**config.mk**
```make
export PLATFORM = sky130hd
export DESIGN_NAME = regfile_write_arbiter
export DESIGN_NICKNAME = d
export VERILOG_FILES = /design/src/rtl/proc_pkg.sv /design/src/rtl/wb_req_fifo.sv /design/src/rtl/regfile_write_arbiter.sv
export SDC_FILE = /design/constraint.sdc
export NUM_CORES = 1
export LEC_CHECK = 0
export BUFFER_PORTS_ARGS = -buffer_cell sky130_fd_sc_hd__buf_2
export CAP_MARGIN = 20
export CORE_MARGIN = 5
export CORE_UTILIZATION = 35
export DETAILED_ROUTE_END_ITERATION = 7
export PLACE_DENSITY = 0.68
export SLEW_MARGIN = 30
export SYNTH_ARGS = -nofsm -noshare
export SYNTH_HDL_FRONTEND = slang
export SYNTH_SLANG_ARGS = --single-unit
```
**constraint.sdc**
```tcl
create_clock -name clock -period 2.5 [get_ports clock]
set_input_delay 0.125 -clock clock [delete_from_list [all_inputs] [get_ports clock]]
set_output_delay 0.125 -clock clock [all_outputs]
set_load 0.005 [all_outputs]
```
**src/rtl/proc_pkg.sv**
```systemverilog
// rtl/proc_pkg.sv - shared widths and grant encoding for the regfile write path
package proc_pkg;

   localparam int REG_ADDR_W = 5;
   localparam int DATA_W     = 32;
   localparam int ENTRY_W    = REG_ADDR_W + DATA_W;

   typedef enum logic [1:0] {
      GNT_NONE = 2'd0,
      GNT_CPU  = 2'd1,
      GNT_EXT  = 2'd2
   } grant_t;

endpackage

```
**src/rtl/wb_req_fifo.sv**
```systemverilog
// rtl/wb_req_fifo.sv - synchronous FIFO of buffered {rd, data} write requests
module wb_req_fifo
   import proc_pkg::*;
#(
   parameter int DEPTH = 4,
   parameter int W     = ENTRY_W
) (
   input  logic                     clock,
   input  logic                     reset,
   input  logic                     push,
   input  logic [W-1:0]             pushData,
   input  logic                     pop,
   output logic [W-1:0]             headData,
   output logic                     full,
   output logic                     empty,
   output logic [$clog2(DEPTH):0]   count
);

   localparam int AW = $clog2(DEPTH);
   localparam int CW = AW + 1;

   logic [W-1:0]  mem [DEPTH];
   logic [AW-1:0] wrPtr;
   logic [AW-1:0] rdPtr;
   logic          doPush;
   logic          doPop;

   assign full     = (count == CW'(DEPTH));
   assign empty    = (count == '0);
   assign doPush   = push && !full;
   assign doPop    = pop && !empty;
   assign headData = mem[rdPtr];

   // Storage array; contents are don't-care until written, so it has no reset.
   always_ff @(posedge clock) begin
      if (doPush) begin
         mem[wrPtr] <= pushData;
      end
   end

   // Pointers wrap naturally at DEPTH (power of 2); occupancy tracks push/pop.
   always_ff @(posedge clock) begin
      if (reset) begin
         wrPtr <= '0;
         rdPtr <= '0;
         count <= '0;
      end else begin
         if (doPush) wrPtr <= wrPtr + AW'(1);
         if (doPop)  rdPtr <= rdPtr + AW'(1);
         if (doPush && !doPop)      count <= count + CW'(1);
         else if (doPop && !doPush) count <= count - CW'(1);
      end
   end

endmodule

```
**src/rtl/regfile_write_arbiter.sv**
```systemverilog
// rtl/regfile_write_arbiter.sv - shares the regfile write port between CPU writeback and the boid engine
module regfile_write_arbiter
   import proc_pkg::*;
#(
   parameter int FIFO_DEPTH = 4,
   parameter int MAX_WAIT   = 8
) (
   input  logic                        clock,
   input  logic                        ctrl_reset,
   input  logic                        cpu_we,
   input  logic [REG_ADDR_W-1:0]       cpu_rd,
   input  logic [DATA_W-1:0]           cpu_data,
   output logic                        cpu_stall,
   input  logic                        ext_valid,
   output logic                        ext_ready,
   input  logic [REG_ADDR_W-1:0]       ext_rd,
   input  logic [DATA_W-1:0]           ext_data,
   output logic                        ctrl_writeEnable,
   output logic [REG_ADDR_W-1:0]       ctrl_writeReg,
   output logic [DATA_W-1:0]           data_writeReg,
   output logic [$clog2(FIFO_DEPTH):0] ext_pending,
   output logic                        ext_granted
);

   localparam int CW = $clog2(FIFO_DEPTH) + 1;
   localparam int WW = $clog2(MAX_WAIT + 1);

   logic               cpuEff;
   logic               forceExt;
   logic               fifoPush;
   logic               fifoPop;
   logic               fifoFull;
   logic               fifoEmpty;
   logic [CW-1:0]      fifoCount;
   logic [ENTRY_W-1:0] headData;
   logic [WW-1:0]      waitCnt;
   grant_t             grant;

   // A CPU write to r0 is architecturally a no-op, so it never claims the port.
   assign cpuEff   = cpu_we && (cpu_rd != '0);
   assign forceExt = (waitCnt == WW'(MAX_WAIT)) && !fifoEmpty;

   // r0 pushes complete the handshake but are dropped rather than stored.
   assign fifoPush = ext_valid && !fifoFull && (ext_rd != '0) && !ctrl_reset;
   assign fifoPop  = (grant == GNT_EXT) && !ctrl_reset;

   wb_req_fifo #(
      .DEPTH (FIFO_DEPTH),
      .W     (ENTRY_W)
   ) u_fifo (
      .clock    (clock),
      .reset    (ctrl_reset),
      .push     (fifoPush),
      .pushData ({ext_rd, ext_data}),
      .pop      (fifoPop),
      .headData (headData),
      .full     (fifoFull),
      .empty    (fifoEmpty),
      .count    (fifoCount)
   );

   // Priority select: starved ext head, then CPU, then any pending ext entry.
   always_comb begin
      grant = GNT_NONE;
      if (forceExt)        grant = GNT_EXT;
      else if (cpuEff)     grant = GNT_CPU;
      else if (!fifoEmpty) grant = GNT_EXT;
   end

   // Port drive and status; everything reads as zero while reset is held.
   always_comb begin
      ctrl_writeEnable = 1'b0;
      ctrl_writeReg    = '0;
      data_writeReg    = '0;
      cpu_stall        = 1'b0;
      ext_ready        = 1'b0;
      ext_pending      = '0;
      ext_granted      = 1'b0;
      if (!ctrl_reset) begin
         cpu_stall   = forceExt && cpuEff;
         ext_ready   = !fifoFull;
         ext_pending = fifoCount;
         case (grant)
            GNT_CPU: begin
               ctrl_writeEnable = 1'b1;
               ctrl_writeReg    = cpu_rd;
               data_writeReg    = cpu_data;
            end
            GNT_EXT: begin
               ctrl_writeEnable = 1'b1;
               ctrl_writeReg    = headData[ENTRY_W-1 -: REG_ADDR_W];
               data_writeReg    = headData[DATA_W-1:0];
               ext_granted      = 1'b1;
            end
            default: ;
         endcase
      end
   end

   // Count consecutive cycles the ext head is denied, saturating at MAX_WAIT.
   always_ff @(posedge clock) begin
      if (ctrl_reset) begin
         waitCnt <= '0;
      end else if ((grant == GNT_EXT) || fifoEmpty) begin
         waitCnt <= '0;
      end else if (waitCnt != WW'(MAX_WAIT)) begin
         waitCnt <= waitCnt + WW'(1);
      end
   end

endmodule

```
==> impl_results.md <==
- Syn Nets: about 420
- Antenna violations before repair: 1
- Critical Path, Cell by Cell: inv_2, ha_2, and3b_2, o21a_1, ha_2, nor2b_4, nand2_1, ha_2, inv_2, fa_2, xor2_1, or3_1, a21oi_2
- Synth Area in Compound Gates: 0.0572
- Avg Cell Area, Syn: 19.8 um2
- Syn Inst Count: 330
- Synth Area in Adders: 0.0203
- Placed cells: 700
- Worst-skew pair later-pin latency: 420 ps
- Startpoint Class: flop
- Worst vdd rail ir drop: about 450 uV
- Outcome: complete, but fails checks
- Power per Cell Area: between 700 and 800 nW/um2
- Root buffer cell: clkbuf_16
- Crit-path most repeated cell: ha_2
- Die Y: ~150 um
- Starting Density: 0.353
- Xor and xnor area share after synthesis: 0.00938
- Worst setup path class: flop to flop
- Post-DRT Antenna Nets: 0
- Slew of the pin with the lowest slew margin: ~480 ps
- Share of layout cells above drive strength 1: 0.452
- Internal power: a little under 5 mW
- Final setup fails: 38
- Via/cell ratio: 4.88
- Initial DRT Pass Iterations: 4
- IO Count: around 120
- Seq/Total Area, Yosys: 0.720
- Combinational Power Share: 0.109
- GRT Total Usage: 0.137
- ANT cells: 0
- First-pass GRT wire length: ~23000 um
- P_leak: ~3.2 nW
- TritonCTS buffer count: 17
- Fmax: approximately 0.38 GHz
- Flop pwr share: 0.485
- Largest stage delay on the critical path: between 300 and 400 ps
- Slew Viols, Final: 0
- Vias: between 3000 and 4000
- Mapped cell area: about 6500 um2
- Worst path slowest cell: or3_1
- Final Skew: roughly 8.5 ps
- Synth top area share: 0.680
- Hold Crit Start: ctrl_reset
- CP Max Fanout: 4
- CP Capture Type: flop
- Final non-filler cell total: 772
- Depth of the most critical reg-to-reg path: 13
- FF-to-FF Start: waitCnt[0]$_SDFFE_PP0P_
- Critical R2R Capture: u_fifo.count[2]$_SDFFE_PP0P_
- Die area: ~22000 um2
- DR iter-0 viols: 154
- #FFs+latches synth: around 160
- FF-to-FF setup slack: -130 ps
- CTS Sinks: 161
- Worst Hold Path EP: u_fifo.count[2]$_SDFFE_PP0P_
- Final HPWL DP: 9620 um
- Final period util: 1.05
- Fillcell total: between 1500 and 2000
- TritonCTS clock tree: built
- Total gr overflow: 0
- PortBufs: roughly 120
- Area share of and/or/nand/nor cells after synthesis: 0.0320
- WL final: 14100 um
- Multiplexer share of the synthesized area: 0.135
- Clock Path Buffers: 2
- Slew HR: 0.681
- Top post-synthesis cells by area: edfxtp_1, mux4_2, a22o_1
- Total number of yosys warnings: 0
- Sw power: 1.44 mW
- Final hold vios: 0
- RSZ-0062 raised after global routing: true
- Post-route setup slack: -130 ps
- Area leader, netlist: edfxtp_1
- Placer congestion estimate: about 0.74
- H-tree Lvls: 4
- Nets: around 610
- Tot Pwr: approximately 6.4 mW
- Critical path required time: around 2900 ps
- Clock Power Share: 0.406
- Post-Route Setup TNS: -2220 ps
- Area delta synth->final: 33.6%
- Largest net degree at the start of global routing: 24
- CORE AREA: around 19000 um2
- Netlist cell types: 33
- DRC viols: 0
- Die X: about 150 um
- Critical Path AT: about 3000 ps
- Failing checks: setup timing
- Min Tclk post-route: approximately 2600 ps
- Main combinational cell family by area after synthesis: multiplexers
- Max Cap Viol: 0
- WL per Instance: between 15 and 20 um
- Class of the tightest hold or removal check: input port to flop
- Clock-pin slew on the worst setup and hold paths: roughly 70 ps
- Num rows: 50
- Switching fraction of total power: 0.225
- WHS Path Cells: 3
- Number of global-route vias before repair: a little over 4000
## critical path: cells and delay by family, from the launching register on
kind / cells / cell delay, ps
xor gates and xnor gates: 1 / 160
DFF: 1 / 340
and+or+nand+nor: 4 / 770
buffers and inverters: 2 / 90
AOI/OAI and AO/OA: 2 / 350
adders and majority gates: 4 / 850
## power by group through the flow
stage | logic, mW | clock network [mW] | registers [mW]
after floorplan | 0.347 | 0 | 3.14
after global placement | 0.610 | 0 | 3.14
after detailed placement | 0.632 | 0 | 3.15
after CTS | 0.698 | 2.66 | 3.09
after global routing | 0.758 | 2.80 | 3.10
final | 0.692 | 2.59 | 3.09
## cells in the final DEF, fill, tap and decap left out, drive strengths merged
cell	count
o21a	1
dlygate4sd3	37
and2	2
nor3	3
edfxtp	148
o21ai	3
bufinv	2
dfxtp	13
a22o	37
clkbuf	18
and3	4
or3	2
a21oi	4
nor2	12
mux4	37
xnor2	2
nand2b	2
buf	158
mux2i	2
o31ai	1
inv	14
nand3	4
ha	9
clkinv	4
nand2	5
clkinvlp	1
nor2b	5
or4	1
and3b	1
fa	1
xor2	5
## layout make-up
| cell class | instances | area, um2 | area share |
|---|---|---|---|
| flip-flops and latches | 161 | 4710 | 0.539 |
| multi-input cells | 143 | 1720 | 0.197 |
| repair buffers | 195 | 1380 | 0.158 |
| clock buffers | 18 | 429 | 0.0491 |
| well taps | 234 | 293 | 0.0335 |
| clock inverters | 14 | 173 | 0.0198 |
| inverters | 7 | 26.3 | 0.00301 |
## flip-flops by register name, summed over array words and instances, names as in the netlist, named ones only
signal        cells
u_fifo.wrPtr      2
waitCnt           4
u_fifo.count      3
u_fifo.rdPtr      2
u_fifo.mem      148
## worst max-delay path by stage
stage / start / endpoint / slack [ps] / cells after the start
2_1_floorplan: waitCnt[0]$_SDFFE_PP0P_ / u_fifo.count[2]$_SDFFE_PP0P_ / -50 / 15
3_3_place_gp: cpu_rd[1] / u_fifo.count[2]$_SDFFE_PP0P_ / 10 / 15
3_5_place_dp: cpu_rd[1] / u_fifo.count[2]$_SDFFE_PP0P_ / -90 / 15
4_1_cts: waitCnt[0]$_SDFFE_PP0P_ / data_writeReg[1] / -100 / 11
5_1_grt: waitCnt[0]$_SDFFE_PP0P_ / u_fifo.count[2]$_SDFFE_PP0P_ / -210 / 13
6_report: waitCnt[0]$_SDFFE_PP0P_ / u_fifo.count[2]$_SDFFE_PP0P_ / -130 / 13
## per-stage QoR
stage	area [um2]	setup WS (ps)	hold WS, ps	util
6_report	8730	-130	106	0.472
3_5_place_dp	7700	-91.2	345	0.416
5_1_grt	8730	-212	114	0.472
2_1_floorplan	6580	-53.5	224	-
4_1_cts	8710	-104	79.4	0.470
3_3_place_gp	7700	13.9	337	0.416
## per-layer routing
metal  part of all wire  wire length (um)  global-route usage  up-vias
met5            0.00092                13                   0        -
met4              0.011               159              0.0419        2
met3              0.059               835              0.0413       19
met2               0.52              7340               0.232      106
met1               0.41              5770               0.170     1893
li1                   -                 -                   -     1748
## cells by family (layout without fill, tap and decap cells)
| kind of cell | count (synthesis) | after routing |
|---|---|---|
| compound gates | 46 | 46 |
| xor+xnor | 7 | 7 |
| fa+ha+maj | 10 | 10 |
| buf+inv | 26 | 234 |
| flops | 161 | 161 |
| mux | 39 | 39 |
| simple gates | 41 | 41 |
## what timing repair did
| action | in CTS | in global routing |
|---|---|---|
| endpoints found under the hold margin | 148 | 0 |
| pin swaps | 0 | 17 |
| setup buffers | 2 | 1 |
| endpoints found under the setup margin | 38 | 38 |
| gates resized for setup | 7 | 2 |
| hold buffers | 37 | 0 |
## Yosys cell counts, drive strengths merged
| cell | count |
|---|---|
| a21oi | 4 |
| a22o | 37 |
| and2 | 2 |
| and3 | 4 |
| and3b | 1 |
| buf | 15 |
| clkbuf | 4 |
| dfxtp | 13 |
| edfxtp | 148 |
| fa | 1 |
| ha | 9 |
| inv | 7 |
| mux2i | 2 |
| mux4 | 37 |
| nand2 | 5 |
| nand2b | 2 |
| nand3 | 4 |
| nor2 | 12 |
| nor2b | 5 |
| nor3 | 3 |
| o21a | 1 |
| o21ai | 3 |
| o31ai | 1 |
| or3 | 2 |
| or4 | 1 |
| xnor2 | 2 |
| xor2 | 5 |
Note: power is estimated with default switching activity, not from simulation.
